$ cat config.mk
export PLATFORM = sky130hd
export DESIGN_NAME = safety_island_axi_isolate
export DESIGN_NICKNAME = d
export VERILOG_FILES = /design/src/rtl/safety_island_pkg.sv /design/src/rtl/safety_island_txn_counter.sv /design/src/rtl/safety_island_axi_isolate.sv
export SDC_FILE = /design/constraint.sdc
export NUM_CORES = 1
export LEC_CHECK = 0
export ABC_AREA = 1
export BUFFER_PORTS_ARGS = -buffer_cell sky130_fd_sc_hd__buf_2
export CORE_AREA = 4 4 147 149
export DETAILED_ROUTE_END_ITERATION = 12
export DIE_AREA = 0 0 151 153
export GPL_TIMING_DRIVEN = 1
export PLACE_DENSITY_LB_ADDON = 0.25
export SYNTH_ARGS = -nofsm -noshare
export SYNTH_HDL_FRONTEND = slang
export SYNTH_SLANG_ARGS = --single-unit
$ cat constraint.sdc
create_clock -name clk_i -period 3.4 [get_ports clk_i]
set_clock_uncertainty 0.2 [all_clocks]
set_input_delay 1.02 -clock clk_i [delete_from_list [all_inputs] [get_ports clk_i]]
set_output_delay 1.02 -clock clk_i [all_outputs]
set_load 0.05 [all_outputs]
$ cat src/rtl/safety_island_pkg.sv
// rtl/safety_island_pkg.sv - shared types for the safety island AXI isolation stage
//
// Contents:
//   axi_iso_state_e : isolation FSM encoding
//   *_chan_t        : AXI4 channel payloads used by the default request/response structs
//   axi_iso_req_t   : default AXI request struct (AW, W, AR payload + valids, B/R readies)
//   axi_iso_rsp_t   : default AXI response struct (AW/W/AR readies, B, R payload + valids)

package safety_island_pkg;

  typedef enum logic [1:0] {
    ST_NORMAL   = 2'd0,
    ST_DRAIN    = 2'd1,
    ST_ISOLATED = 2'd2
  } axi_iso_state_e;

  localparam int unsigned IdWidth   = 4;
  localparam int unsigned AddrWidth = 32;
  localparam int unsigned DataWidth = 32;
  localparam int unsigned StrbWidth = DataWidth / 8;

  typedef struct packed {
    logic [IdWidth-1:0]   id;
    logic [AddrWidth-1:0] addr;
    logic [7:0]           len;
    logic [2:0]           size;
    logic [1:0]           burst;
  } ax_chan_t;

  typedef struct packed {
    logic [DataWidth-1:0] data;
    logic [StrbWidth-1:0] strb;
    logic                 last;
  } w_chan_t;

  typedef struct packed {
    logic [IdWidth-1:0] id;
    logic [1:0]         resp;
  } b_chan_t;

  typedef struct packed {
    logic [IdWidth-1:0]   id;
    logic [DataWidth-1:0] data;
    logic [1:0]           resp;
    logic                 last;
  } r_chan_t;

  typedef struct packed {
    ax_chan_t aw;
    logic     aw_valid;
    w_chan_t  w;
    logic     w_valid;
    logic     b_ready;
    ax_chan_t ar;
    logic     ar_valid;
    logic     r_ready;
  } axi_iso_req_t;

  typedef struct packed {
    logic    aw_ready;
    logic    ar_ready;
    logic    w_ready;
    b_chan_t b;
    logic    b_valid;
    r_chan_t r;
    logic    r_valid;
  } axi_iso_rsp_t;

endpackage

$ cat src/rtl/safety_island_txn_counter.sv
// rtl/safety_island_txn_counter.sv - outstanding-burst up/down counter
//
// Ports:
//   clk_i, rst_ni : clock, asynchronous active-low reset
//   inc_i         : one burst opened this cycle
//   dec_i         : one burst closed this cycle
//   zero_o        : no bursts outstanding
//   full_o        : MaxTxns bursts outstanding

module safety_island_txn_counter #(
  parameter int unsigned MaxTxns  = 16,
  parameter int unsigned CntWidth = $clog2(MaxTxns + 1)
) (
  input  logic clk_i,
  input  logic rst_ni,
  input  logic inc_i,
  input  logic dec_i,
  output logic zero_o,
  output logic full_o
);

  logic [CntWidth-1:0] cnt_q, cnt_d;

  always_comb begin
    cnt_d = cnt_q;
    if (inc_i && !dec_i) begin
      cnt_d = cnt_q + CntWidth'(1);
    end else if (dec_i && !inc_i) begin
      cnt_d = cnt_q - CntWidth'(1);
    end
  end

  always_ff @(posedge clk_i or negedge rst_ni) begin
    if (!rst_ni) begin
      cnt_q <= '0;
    end else begin
      cnt_q <= cnt_d;
    end
  end

  assign zero_o = (cnt_q == '0);
  assign full_o = (cnt_q == CntWidth'(MaxTxns));

  // A close with nothing open means the fabric broke protocol.
  a_no_underflow: assert property (@(posedge clk_i) disable iff (!rst_ni) !(dec_i && zero_o));
  // The top gates opens on full, so an open at full is a gating bug.
  a_no_overflow: assert property (@(posedge clk_i) disable iff (!rst_ni) !(inc_i && !dec_i && full_o));

endmodule

$ cat src/rtl/safety_island_axi_isolate.sv
// rtl/safety_island_axi_isolate.sv - AXI4 isolation stage with burst drain for the safety island
//
// Ports:
//   clk_i, rst_ni : island clock, asynchronous active-low reset
//   isolate_i     : level-sensitive isolate request
//   isolated_o    : boundary is isolated and quiescent (registered)
//   slv_req_i/o   : AXI request in / response out, towards the CDC destination
//   mst_req_o/i   : AXI request out / response in, towards the internal crossbar

module safety_island_axi_isolate
  import safety_island_pkg::*;
#(
  parameter int unsigned MaxTxns   = 16,
  parameter type         axi_req_t = safety_island_pkg::axi_iso_req_t,
  parameter type         axi_rsp_t = safety_island_pkg::axi_iso_rsp_t,
  parameter int unsigned CntWidth  = $clog2(MaxTxns + 1)
) (
  input  logic     clk_i,
  input  logic     rst_ni,
  input  logic     isolate_i,
  output logic     isolated_o,
  input  axi_req_t slv_req_i,
  output axi_rsp_t slv_rsp_o,
  output axi_req_t mst_req_o,
  input  axi_rsp_t mst_rsp_i
);

  axi_iso_state_e state_q, state_d;
  logic aw_hold_q, aw_hold_d;
  logic ar_hold_q, ar_hold_d;
  logic isolated_q, isolated_d;

  logic aw_zero, aw_full, w_zero, w_full, ar_zero, ar_full;
  logic aw_room, ar_room;
  logic aw_fwd, ar_fwd, w_fwd;
  logic mst_aw_valid, mst_ar_valid;
  logic mst_aw_hs, mst_ar_hs, mst_b_hs, mst_w_last_hs, mst_r_last_hs;

  // Handshakes are derived from inputs and gate terms only, so no output
  // struct is read back into its own logic.
  assign mst_aw_valid  = slv_req_i.aw_valid & aw_fwd;
  assign mst_ar_valid  = slv_req_i.ar_valid & ar_fwd;
  assign mst_aw_hs     = mst_aw_valid & mst_rsp_i.aw_ready;
  assign mst_ar_hs     = mst_ar_valid & mst_rsp_i.ar_ready;
  assign mst_b_hs      = mst_rsp_i.b_valid & slv_req_i.b_ready;
  assign mst_w_last_hs = slv_req_i.w_valid & w_fwd & mst_rsp_i.w_ready & slv_req_i.w.last;
  assign mst_r_last_hs = mst_rsp_i.r_valid & slv_req_i.r_ready & mst_rsp_i.r.last;

  // A close in the same cycle frees a slot, so a burst waiting on full is
  // taken in the very cycle the oldest one completes.
  assign aw_room = (!aw_full || mst_b_hs) && (!w_full || mst_w_last_hs);
  assign ar_room = !ar_full || mst_r_last_hs;

  // Hold flags override state so a presented valid never drops mid-handshake.
  assign aw_fwd = aw_hold_q || ((state_q == ST_NORMAL) && aw_room);
  assign ar_fwd = ar_hold_q || ((state_q == ST_NORMAL) && ar_room);
  // W only follows an accepted AW; a slave may legally wait for AW first.
  assign w_fwd  = (state_q != ST_ISOLATED) && !w_zero;

  always_comb begin
    mst_req_o          = slv_req_i;
    mst_req_o.aw_valid = mst_aw_valid;
    mst_req_o.ar_valid = mst_ar_valid;
    mst_req_o.w_valid  = slv_req_i.w_valid & w_fwd;

    slv_rsp_o          = mst_rsp_i;
    slv_rsp_o.aw_ready = mst_rsp_i.aw_ready & aw_fwd;
    slv_rsp_o.ar_ready = mst_rsp_i.ar_ready & ar_fwd;
    slv_rsp_o.w_ready  = mst_rsp_i.w_ready & w_fwd;
  end

  always_comb begin
    aw_hold_d = aw_hold_q;
    if (mst_aw_hs) begin
      aw_hold_d = 1'b0;
    end else if (mst_aw_valid) begin
      aw_hold_d = 1'b1;
    end

    ar_hold_d = ar_hold_q;
    if (mst_ar_hs) begin
      ar_hold_d = 1'b0;
    end else if (mst_ar_valid) begin
      ar_hold_d = 1'b1;
    end
  end

  always_comb begin
    state_d = state_q;
    unique case (state_q)
      ST_NORMAL: begin
        if (isolate_i) state_d = ST_DRAIN;
      end
      ST_DRAIN: begin
        if (!isolate_i) begin
          state_d = ST_NORMAL;
        end else if (aw_zero && w_zero && ar_zero && !aw_hold_q && !ar_hold_q) begin
          state_d = ST_ISOLATED;
        end
      end
      ST_ISOLATED: begin
        if (!isolate_i) state_d = ST_NORMAL;
      end
      default: state_d = ST_NORMAL;
    endcase
    isolated_d = (state_q == ST_ISOLATED);
  end

  always_ff @(posedge clk_i or negedge rst_ni) begin
    if (!rst_ni) begin
      state_q    <= ST_NORMAL;
      aw_hold_q  <= 1'b0;
      ar_hold_q  <= 1'b0;
      isolated_q <= 1'b0;
    end else begin
      state_q    <= state_d;
      aw_hold_q  <= aw_hold_d;
      ar_hold_q  <= ar_hold_d;
      isolated_q <= isolated_d;
    end
  end

  assign isolated_o = isolated_q;

  safety_island_txn_counter #(.MaxTxns(MaxTxns), .CntWidth(CntWidth)) u_aw_cnt (
    .clk_i  (clk_i),
    .rst_ni (rst_ni),
    .inc_i  (mst_aw_hs),
    .dec_i  (mst_b_hs),
    .zero_o (aw_zero),
    .full_o (aw_full)
  );

  safety_island_txn_counter #(.MaxTxns(MaxTxns), .CntWidth(CntWidth)) u_w_cnt (
    .clk_i  (clk_i),
    .rst_ni (rst_ni),
    .inc_i  (mst_aw_hs),
    .dec_i  (mst_w_last_hs),
    .zero_o (w_zero),
    .full_o (w_full)
  );

  safety_island_txn_counter #(.MaxTxns(MaxTxns), .CntWidth(CntWidth)) u_ar_cnt (
    .clk_i  (clk_i),
    .rst_ni (rst_ni),
    .inc_i  (mst_ar_hs),
    .dec_i  (mst_r_last_hs),
    .zero_o (ar_zero),
    .full_o (ar_full)
  );

endmodule

# After elaboration in Yosys (flattened, before gate mapping)
# Cells that the tools add are included.
# word_totals
ff_bits,20
latch_bits,0
ramBits,0
rom_bits,0
wordCells,90
n_memories,0
# op_classes
addsub,6
multipliers,0
div,0
magnitude_cmp,0
eq_ne,9
shift,0
muxes,15
bitwise,13
reduce_logical,40
# ops
cell,n
$mux W5,6
$add A5 B1 Y5 const B,3
$eq A5 B5 Y1 const B,3
$logic_not A5 Y1,3
$sub A5 B1 Y5 const B,3
$logic_and A1 B1 Y1,14
$and A1 B1 Y1,13
$logic_not A1 Y1,11
$reduce_bool A2 Y1,5
$mux W2,4
$ne A2 B2 Y1 const B,3
$pmux W2 S3,1
$logic_or A1 B1 Y1,5
$mux W1,4
$ne A3 B3 Y1 const B,1
$reduce_and A3 Y1,1
$eq A2 B1 Y1 const B,1
$eq A2 B2 Y1 const B,1
$logic_not A2 Y1,1

# Depth between registers and ports, before layout
# Gate-level depths: netlist of the first run.
# logic_depth
ltp_word,16
depth_mapped,18
depth_no_buf,18

# Cells and area by module
# From an unflattened synthesis of the first run, not the netlist that was laid out.
# unflattened
hier_cells,398
area_unflattened_um2,2890.3
# modules_own_cells
mod,n_inst,cells_each,area_each_um2,seq_area_each_um2
safety_island_axi_isolate,1,242,1756.7,125.1
safety_island_txn_counter,3,52,377.9,125.1

# Worst setup path before layout of the first run
# OpenSTA, ideal clock, no wires.
# synth_timing
kind,input port to output port
from,in slv_req_i[53] (netlist bit)
to,out slv_rsp_o[49] (netlist bit)
t_arrival_ns,2.096
path_slack_ns,0.084
cell_stages,6
path_buffers,0
path_cell_list,nand2_1 -> inv_1 -> nand4_2 -> nand2_1 -> nand2_1 -> a21oi_1
# synth_lines
element,line_no,rtl
"start, declared",safety_island_axi_isolate.sv:22,"input axi_req_t slv_req_i,"
"end, declared",safety_island_axi_isolate.sv:23,"output axi_rsp_t slv_rsp_o,"

==> results.md, run 1 <==
* Per-cell routed wire length at 10.9 µm
* Part of the Yosys area used for sequential elements at 0.180
* Finished layout cell area at 0.00199 mm²
* Setup Fix Bufs, Post-CTS at 0
* Slew @ Worst Pin at 505 ps
* Fraction of final layout cells with drive strength greater than 1 at 0.215
* Net switching component of the power at 0.000599 W
* Core footprint at 0.0202 mm²
* Cell class contributing the biggest share of worst-path delay: buffers and inverters
* Worst-skew pair later-pin latency at 260 ps
* Largest net degree at the start of global routing at 21
* Placed insts at 475
* Part of the power in combinational logic at 0.458
* Starting density of the core at 0.138
* Number of warnings issued by yosys at 0
* Final layout net count at 418
* Dominant cell type by area after synthesis: buf_4
* Total congestion overflow after global routing at 0
* Critical R2R Launch: state_q[0]
* Overall routed net length at 5240 µm
* Switching Fraction at 0.419
* Post-synthesis sequential element count at 20
* Count of buffer and inverter cells on the critical path at 3
* Run status: finished, final reports clean
* Final worst-path cycle share at 0.960
* CTS Buf Count at 3
* Maximum net fanout on the critical path at 2
* Time the worst path needs with I/O delays and setup at 3260 ps
* Area share of the largest cell type after synthesis at 0.502
* Post-cts gate resize count at 0
* Count of buffers from port buffering at 27
* Via count of the first global-routing pass at 1507
* Most frequent cells in the layout: 48 x nand2_1, 31 x inv_1, 26 x buf_2
* Maximum count of clock buffers along a single path at 2
* Overall power after layout at 0.00143 W
* Count of placed standard cells in the final layout, fillers left out at 479
* Die Y-Extent at 153 µm
* Unrepaired setup endpoints after global routing: no
* Leak pwr at 0.955 nW
* Areal power density over the cells at 718 mW/mm²
* Total Die Area at 0.0231 mm²
* Post-synthesis instance area at 0.00278 mm²
* CTS Root Buffer Type: clkbuf_16
* Row cnt at 52
* Antenna violation net count after detailed routing at 0
* Data arrival at the endpoint of the critical path at 2040 ps
* Horizontal die dimension at 151 µm
* Worst R2R Setup Slack at 610 ps
* Most common cell after layout, fill and taps aside: nand2_1
* Clock-pin slew on the worst setup and hold paths at 60 ps
* Peak supply drop at 0.199 mV
* Number of cells on the critical path at 8
* Number of sinks handled by clock tree synthesis at 20
* Synthesized netlist cell count at 363
* Placement Cell Area at 0.00187 mm²
* Required @ worst endpoint at 2180 ps
* Chain of cells forming the critical path: buf_2, nand2_1, inv_1, nand4_4, nand2_2, nand2_1, a21oi_1, buf_2
* Top achievable clock speed at 306 MHz
* CP startpoint kind: primary input
* Relative max-transition margin at 0.663
* Total number of vias at 1413
* Worst setup path end: slv_rsp_o[49]
* Syn avg cell area at 7.66 µm²
* Class of the worst hold path: register to register
* Worst Setup End Kind: output pin
* Cell depth of the worst flop-to-flop path at 16
* Wire length of the first global-routing pass at 7820 µm
* Critical Path Start: slv_req_i[53]
* Number of DRC violations after detailed-routing iteration 0 at 37
* GRT Resource Usage Total at 0.0433
* Max-capacitance violation count at 0
* Area Overhead vs Synth at -28.4%
* Maximum level of the CTS H-tree at 1
* DPL Wire Length at 4370 µm
* Portion of total power attributed to sequential cells at 0.310
* Critical path type: primary input to output pin
* Total setup violations reported at the end of the flow at 0
* Vias per std cell at 2.95
* Clock power share at 0.232
* N_diodes at 0
* Reg-to-Reg End: u_w_cnt.cnt_q[4]
* Number of max-slew violations in the final report at 0
* Max stage delay on crit path at 310 ps
* Routability congestion estimate from global placement at 0.746
* TritonCTS clock tree: built
* Netlist cell types at 26
* IO Count at 384
* Total internal power at 0.000831 W
* Number of buffers inserted for hold repair after clock tree synthesis at 0
* Number of antenna violations at the first check in global routing at 0
* Cell with the biggest individual delay on the critical path: buf_2
* Final hold viol count at 0
* Number of iterations in the first detailed-routing pass at 4
* Syn Nets at 571
* Area contributors post-synth: buf_4 50%, dfrtp_1 18%, nand2_1 6.6%
* Number of remaining DRC errors at 0
how the worst min path moves through the flow:
stage / slack, ps / start / cells after the start / endpoint
2_1_floorplan: 300 / u_w_cnt.cnt_q[2] / 2 / u_w_cnt.cnt_q[2]
3_3_place_gp: 350 / u_w_cnt.cnt_q[2] / 2 / u_w_cnt.cnt_q[2]
3_5_place_dp: 350 / u_w_cnt.cnt_q[2] / 2 / u_w_cnt.cnt_q[2]
4_1_cts: 370 / u_w_cnt.cnt_q[2] / 2 / u_w_cnt.cnt_q[2]
5_1_grt: 390 / u_aw_cnt.cnt_q[0] / 1 / u_aw_cnt.cnt_q[0]
6_report: 360 / u_w_cnt.cnt_q[2] / 2 / u_w_cnt.cnt_q[2]
worst register-to-register path, stage by stage, from the launching register on:
cell     delay (ps)
dfrtp_1         400
nor2_1          290
inv_1            80
nor2_1          110
nand2_1          70
nand2_1          80
nand2_1         100
nor2_4          110
ha_2            200
inv_1           100
fa_1            400
nand2_1          90
nand2_1          60
a21oi_1         150
xor2_1          150
nand2_1          60
o21ai_0          60
final cells by class:
class / count / area, µm²
well taps: 270 / 338
repair buffers: 28 / 145
inverters: 31 / 116
clock buffers: 3 / 75.1
clock inverters: 1 / 30.0
fillers: 2369 / 18200
flip-flops and latches: 20 / 500
multi-input cells: 126 / 787
cells in the mapped netlist, drive strengths merged:
master and count:
or2 3, nand4 2, nor2 17, o21ai 8
buf 186, dfrtp 20, nand3 9, nand2 50
a31oi 1, ha 12, inv 31, o22ai 2
nor3 2, a22oi 1, fa 3, a21oi 6
a21o 1, xnor2 3, xor2 6
sequential cells by signal, indices dropped and copies added, names as in the netlist:
name	count
u_ar_cnt.cnt_q	5
aw_hold_q	1
state_q	2
u_aw_cnt.cnt_q	5
isolated_o	1
u_w_cnt.cnt_q	5
ar_hold_q	1
logic make-up after synthesis:
family          share of synthesized area
flops                               0.180
fa+ha+maj                          0.0756
xor+xnor                           0.0283
compound gates                     0.0387
simple gates                        0.134
buf+inv                             0.544
per-layer routing:
layer,GRT usage,wire (µm),vias to the layer above
li1,-,-,617
met1,0.0443,1960,620
met2,0.0606,2200,120
met3,0.0326,745,56
met4,0.0298,332,0
met5,0,0,-
power by group through the flow:
stage | registers (W) | clock network, W | logic [W]
after floorplan | 0.000421 | 0 | 0.00110
after global placement | 0.000454 | 0 | 0.000660
after detailed placement | 0.000451 | 0 | 0.000658
after CTS | 0.000448 | 0.000345 | 0.000660
after global routing | 0.000462 | 0.000350 | 0.000758
final | 0.000444 | 0.000332 | 0.000655
stage by stage:
step           TNS, ps  utilization  worst slack [ps]  hold slack [ps]
5_1_grt              0       0.0988              15.7              395
3_3_place_gp     -35.7       0.0925             -35.7              346
3_5_place_dp     -46.5       0.0925             -46.5              354
6_report             0       0.0988               135              360
4_1_cts              0       0.0977               106              367
2_1_floorplan        0            -              83.5              301
No activity file was read; power rests on OpenSTA's default activity.
==> inputs of run 2 (changes only) <==
--- a/config.mk
+++ b/config.mk
@@ -7,7 +7,7 @@
 export LEC_CHECK = 0
 export ABC_AREA = 1
 export BUFFER_PORTS_ARGS = -buffer_cell sky130_fd_sc_hd__buf_2
-export CORE_AREA = 4 4 147 149
+export CORE_AREA = 2 2 149 151
 export DETAILED_ROUTE_END_ITERATION = 12
 export DIE_AREA = 0 0 151 153
 export GPL_TIMING_DRIVEN = 1
==> run 2 against run 1 <==
  * Flip-flop and latch count stayed put
  * Sequential power hardly changed
  * Sequential share of layout area grew 0.13 points
  * Maximum frequency up 2.1%
  * Core utilization down 0.65 points
  * Highest routed layer unchanged
  * Critical endpoint is now mst_req_o[90]
==> results.md, run 2 (synthesis results as in run 1) <==
* Final worst-path cycle share at 0.940 (-0.0199)
* Via count of the first global-routing pass at 1460 (-3.1%)
* Post-cts gate resize count at 0 (unchanged)
* Final layout net count at 420 (+0.48%)
* Fraction of final layout cells with drive strength greater than 1 at 0.213 (-0.00204)
* Final TNS setup at 0 ps (unchanged)
* Leak pwr at 0.956 nW (+0.15%)
* Largest net degree at the start of global routing at 21 (unchanged)
* CTS Buf Count at 3 (unchanged)
* Count of placed standard cells in the final layout, fillers left out at 491 (+2.5%)
* Number of antenna violations at the first check in global routing at 0 (unchanged)
* Cell with the biggest individual delay on the critical path: buf_2
* GRT Resource Usage Total at 0.0395 (-0.00373)
* Number of remaining DRC errors at 0 (unchanged)
* Worst-skew pair later-pin latency at 250 ps (about the same)
* Max stage delay on crit path at 260 ps (-50 ps)
* Top Registers: u_ar_cnt.cnt_q x5, u_aw_cnt.cnt_q x5, u_w_cnt.cnt_q x5
* Run status: finished, final reports clean
* N_diodes at 0 (unchanged)
* Total number of vias at 1369 (-3.1%)
* Chain of cells forming the critical path: buf_2, nand2_1, nand2_1, nor2_1, nor2_1, nand2_1, nand2_1, nand2_1, inv_1, buf_2
* Vias per std cell at 2.79 (-5.5%)
* Relative max-transition margin at 0.662 (-0.00135)
* Areal power density over the cells at 690 mW/mm² (-3.9%)
* Setup Fix Bufs, Post-CTS at 0 (unchanged)
* TritonCTS clock tree: built
* Core footprint at 0.0215 mm² (+6.5%)
* Row cnt at 54 (+3.8%)
* Filler cells at 2554 (+7.8%)
* Critical path type: primary input to output pin
* CP startpoint kind: primary input
* Critical Path Most Common Cell: nand2_1
* Total Die Area at 0.0231 mm² (unchanged)
* Number of sinks handled by clock tree synthesis at 20 (unchanged)
* Top achievable clock speed at 313 MHz (+2.1%)
* Maximum net fanout on the critical path at 2 (unchanged)
* Number of iterations in the first detailed-routing pass at 4 (unchanged)
* DPL Wire Length at 3790 µm (-13%)
* Wire length of the first global-routing pass at 7290 µm (-6.9%)
* Class of the worst hold path: register to register
* Placed insts at 487 (+2.5%)
* Area Overhead vs Synth at -28.7%
* Maximum level of the CTS H-tree at 1 (unchanged)
* Most frequent cells in the layout: 49 x nand2_1, 31 x inv_1, 27 x buf_2
* CTS Root Buffer Type: clkbuf_16
* Final hold viol count at 0 (unchanged)
* Total congestion overflow after global routing at 0 (unchanged)
* Horizontal die dimension at 151 µm (unchanged)
* Data arrival at the endpoint of the critical path at 1980 ps (-60 ps)
* Unrepaired setup endpoints after global routing: no
* Antenna violation net count after detailed routing at 0 (unchanged)
* Total setup violations reported at the end of the flow at 0 (unchanged)
* Routability congestion estimate from global placement at 0.732 (-1.9%)
* Starting density of the core at 0.129 (-0.00845)
* Overall routed net length at 4630 µm (-12%)
* Clock-pin slew on the worst setup and hold paths at 60 ps (about the same)
* IO Count at 384 (unchanged)
* Count of buffers from port buffering at 27 (unchanged)
* Peak supply drop at 0.222 mV (+11%)
* Slew @ Worst Pin at 507 ps (+2.02 ps)
* Max-capacitance violation count at 0 (unchanged)
* Number of max-slew violations in the final report at 0 (unchanged)
* Most common cell after layout, fill and taps aside: nand2_1
* Number of buffers inserted for hold repair after clock tree synthesis at 0 (unchanged)
* Die Y-Extent at 153 µm (unchanged)
* Maximum count of clock buffers along a single path at 2 (unchanged)
* Number of DRC violations after detailed-routing iteration 0 at 61 (+65%)
* Required @ worst endpoint at 2180 ps (about the same)
* Per-cell routed wire length at 9.43 µm (-14%)
* Worst Setup End Kind: output pin
* Time the worst path needs with I/O delays and setup at 3200 ps (-67.6 ps)
## run 2: worst max-delay path: cells and delay by family
kind,cells,cell delay (ps)
buffers and inverters,3,400
and+or+nand+nor,7,550
## run 2: final cells by class
class | instances | area (µm²) | share of cell area
Tap cell | 280 | 350 | 0.177
Sequential cell | 20 | 500 | 0.253
Inverter | 31 | 116 | 0.0587
Clock buffer | 4 | 88.8 | 0.0448
Timing Repair Buffer | 30 | 158 | 0.0795
Multi-Input combinational cell | 126 | 768 | 0.388
## run 2: through the flow
stage | hold slack (ps) | area (µm²) | total power [W] | worst slack, ps | util
after floorplan | 301 | 2780 | 0.00152 | 83.5 | -
after global placement | 362 | 1890 | 0.00111 | 16.0 | 0.0881
after detailed placement | 357 | 1890 | 0.00111 | 4.58 | 0.0881
after CTS | 372 | 1980 | 0.00140 | 154 | 0.0922
after global routing | 412 | 1980 | 0.00152 | 4.42 | 0.0922
final | 366 | 1980 | 0.00137 | 203 | 0.0922
## run 2: path summary, 6_finish.rpt
kind	start	to	slack [ps]	depth (start not counted)
setup reg to reg	state_q[0]	u_w_cnt.cnt_q[4]	570	16
hold / removal	u_aw_cnt.cnt_q[0]	u_aw_cnt.cnt_q[0]	370	1
setup / recovery	mst_rsp_i[40]	mst_req_o[90]	200	10
hold reg to reg	u_aw_cnt.cnt_q[0]	u_aw_cnt.cnt_q[0]	370	1
max in group asynchronous	rst_ni	u_aw_cnt.cnt_q[4]	2120	1
min in group asynchronous	rst_ni	u_w_cnt.cnt_q[1]	530	1
## run 2: metal layers
metal	global-route usage	part of all wire	up-vias
met2	0.0567	0.43	76
met3	0.0173	0.12	64
met5	0	0	-
met4	0.0396	0.074	0
met1	0.0419	0.38	607
li1	-	-	622
## run 2: power breakdown
part	total [W]	leakage, nW	internal (W)	switching [W]
clock	0.000274	0.0442	0.000180	0.0000940
combinational	0.000648	0.667	0.000262	0.000387
sequential	0.000446	0.245	0.000335	0.000111
total	0.00137	0.956	0.000776	0.000592
==> inputs of run 3 (changes only) <==
--- a/config.mk
+++ b/config.mk
@@ -11,7 +11,6 @@
 export DETAILED_ROUTE_END_ITERATION = 12
 export DIE_AREA = 0 0 151 153
 export GPL_TIMING_DRIVEN = 1
-export PLACE_DENSITY_LB_ADDON = 0.25
 export SYNTH_ARGS = -nofsm -noshare
 export SYNTH_HDL_FRONTEND = slang
 export SYNTH_SLANG_ARGS = --single-unit
==> run 3 against run 2 <==
  * Routed wire length rose by 39%
  * Clock power rose by 18%
  * Worst hold slack got worse by 4.5 ps
  * Flip-flop and latch count did not move
  * Cell area rose by 1.6%
  * Die area did not move
  * Via count rose by 4.9%
  * Sequential share of layout area fell by 0.41 points
  * Count of clock-buffer cells in the layout fell by 1
  * Critical path type unchanged
==> results.md, run 3 (synthesis results as in run 1) <==
* Leak pwr at 0.960 nW (+0.39%)
* Worst setup timing slack at the placement stage at -44.5 ps (-49.1 ps)
* Class of the worst hold path: register to register
* Area Overhead vs Synth at -27.6%
* Maximum count of clock buffers along a single path at 2 (unchanged)
* Placed insts at 486 (-0.21%)
* Overall power after layout at 0.00143 W (+4.8%)
* Chain of cells forming the critical path: buf_2, nand2_1, inv_1, nand4_2, nand2_1, nand2_1, nand2_1, nand2_1, inv_1, clkbuf_4
* Number of DRC violations after detailed-routing iteration 0 at 36 (-41%)
* Most common cell after layout, fill and taps aside: nand2_1
* Cell depth of the worst flop-to-flop path at 17 (+1)
* Routability congestion estimate from global placement at 0.732 (about the same)
* Row cnt at 54 (unchanged)
* CTS Buf Count at 3 (unchanged)
* Top Registers: u_ar_cnt.cnt_q x5, u_aw_cnt.cnt_q x5, u_w_cnt.cnt_q x5
* Unrepaired setup endpoints after global routing: no
* Fraction of final layout cells with drive strength greater than 1 at 0.242 (+0.0284)
* Worst Hold Launch: u_w_cnt.cnt_q[2]
* GRT Resource Usage Total at 0.0547 (+0.0151)
* Number of sinks handled by clock tree synthesis at 20 (unchanged)
* Critical R2R Launch: state_q[0]
* Required @ worst endpoint at 2180 ps (about the same)
* Starting density of the core at 0.129 (unchanged)
* Count of buffers from port buffering at 27 (unchanged)
* Worst R2R Setup Slack at 660 ps (+90 ps)
* Peak supply drop at 0.171 mV (-23%)
* IO Count at 384 (unchanged)
* Crit path setup slack, layout at 170 ps (-32.6 ps)
* Antenna violation net count after detailed routing at 0 (unchanged)
* Areal power density over the cells at 711 mW/mm² (+3.1%)
* Number of buffers inserted for hold repair after clock tree synthesis at 0 (unchanged)
* Final layout net count at 420 (unchanged)
* DPL Wire Length at 5320 µm (+40%)
* Max-capacitance violation count at 0 (unchanged)
* TritonCTS clock tree: built
* Worst hold stages at 2 (+1)
* Horizontal die dimension at 151 µm (unchanged)
* Overall routed net length at 6430 µm (+39%)
* Critical Path Most Common Cell: nand2_1
* Core footprint at 0.0215 mm² (unchanged)
* Number of max-slew violations in the final report at 0 (unchanged)
* Clock-pin slew on the worst setup and hold paths at 60 ps (about the same)
* CP startpoint kind: primary input
* Via count of the first global-routing pass at 1559 (+6.8%)
* Run status: finished, final reports clean
* Number of iterations in the first detailed-routing pass at 4 (unchanged)
* Cell with the biggest individual delay on the critical path: clkbuf_4
* Maximum level of the CTS H-tree at 1 (unchanged)
* Die Y-Extent at 153 µm (unchanged)
* Filler cells at 2538 (-0.63%)
* Largest net degree at the start of global routing at 21 (unchanged)
* Per-cell routed wire length at 13.1 µm (+39%)
* N_diodes at 0 (unchanged)
* Data arrival at the endpoint of the critical path at 2010 ps (+30 ps)
* Worst hold endpoint: u_w_cnt.cnt_q[2]
* Vias per std cell at 2.92 (+4.9%)
* Wire length of the first global-routing pass at 9260 µm (+27%)
* Most frequent cells in the layout: 49 x nand2_1, 30 x inv_1, 26 x buf_2
* Final hold viol count at 0 (unchanged)
* Maximum net fanout on the critical path at 2 (unchanged)
* Number of antenna violations at the first check in global routing at 0 (unchanged)
* Time the worst path needs with I/O delays and setup at 3230 ps (+32.6 ps)
* Worst Setup End Kind: output pin
* Top achievable clock speed at 310 MHz (-1.0%)
* Max stage delay on crit path at 230 ps (-30 ps)
* Final worst-path cycle share at 0.950 (+0.00959)
* Count of placed standard cells in the final layout, fillers left out at 491 (unchanged)
* Total number of vias at 1436 (+4.9%)
* Slew @ Worst Pin at 497 ps (-9.63 ps)
* Total setup violations reported at the end of the flow at 0 (unchanged)
* Reg-to-Reg End: u_aw_cnt.cnt_q[3]
* CTS Root Buffer Type: clkbuf_16
* Total congestion overflow after global routing at 0 (unchanged)
* Critical path type: primary input to output pin
* Worst-skew pair later-pin latency at 260 ps (about the same)
* Relative max-transition margin at 0.668 (+0.00642)
* Total Die Area at 0.0231 mm² (unchanged)
* Number of remaining DRC errors at 0 (unchanged)
[run 3: changes by cell type in the layout (fill, tap and decap cells not counted)]
cell / delta
a21oi_2: +1
bufinv_16: +1
a21oi_1: -1
fa_1: -2
clkbuf_8: -1
inv_2: +1
ha_2: +2
ha_1: -2
inv_1: -1
clkbuf_4: +1
fa_2: +2
buf_2: -1
[run 3: power by group]
part	switching [W]	internal [W]	total, W
clock	0.0000900	0.000234	0.000323
sequential	0.000110	0.000335	0.000444
combinational	0.000394	0.000271	0.000665
[run 3: how the worst max path moves through the flow]
| stage | slack [ps] | endpoint | from |
|---|---|---|---|
| 4_1_cts | 120 | mst_req_o[90] | slv_req_i[53] |
| 3_5_place_dp | -40 | u_aw_cnt.cnt_q[4] | slv_req_i[53] |
| 3_3_place_gp | 9 | u_aw_cnt.cnt_q[4] | slv_req_i[53] |
| 5_1_grt | 30 | mst_req_o[90] | slv_req_i[53] |
| 6_report | 170 | mst_req_o[90] | slv_req_i[53] |
| 2_1_floorplan | 80 | slv_rsp_o[49] | slv_req_i[53] |
[run 3: layout make-up]
cell class | instances | area, µm² | area share
inverter | 31 | 116 | 0.0578
sequential | 20 | 500 | 0.248
multi-input combinational | 126 | 782 | 0.388
clock buffer | 3 | 75.1 | 0.0373
tap | 280 | 350 | 0.174
timing repair buffer | 30 | 160 | 0.0795
clock inverter | 1 | 30.0 | 0.0149
[run 3: what timing repair did]
action                     4_1_cts  5_1_grt
hold endpoints to repair         0        0
setup buffers                    0        1
gates resized for setup          0        7
setup endpoints to repair        0        4
[run 3: metal layers]
layer	global-route usage	vias up	wire length (µm)	share of wire
li1	-	621	-	-
met1	0.0502	591	2050	0.32
met2	0.0662	120	2350	0.37
met3	0.0418	104	1140	0.18
met4	0.0721	0	887	0.14
met5	0	-	0	0
[run 3: stage by stage]
step | area, µm² | TNS, ps | util | hold WS (ps)
finish | 2010 | 0 | 0.0938 | 361
global route | 2010 | 0 | 0.0938 | 414
CTS | 1990 | 0 | 0.0927 | 367
global placement | 1890 | 0 | 0.0878 | 335
detailed placement | 1890 | -92.1 | 0.0878 | 352
floorplan | 2780 | 0 | - | 301
[run 3: worst max-delay path, delay by kind of cell]
family        cells  cell delay, ps
simple gates      6             480
buf+inv           4             490
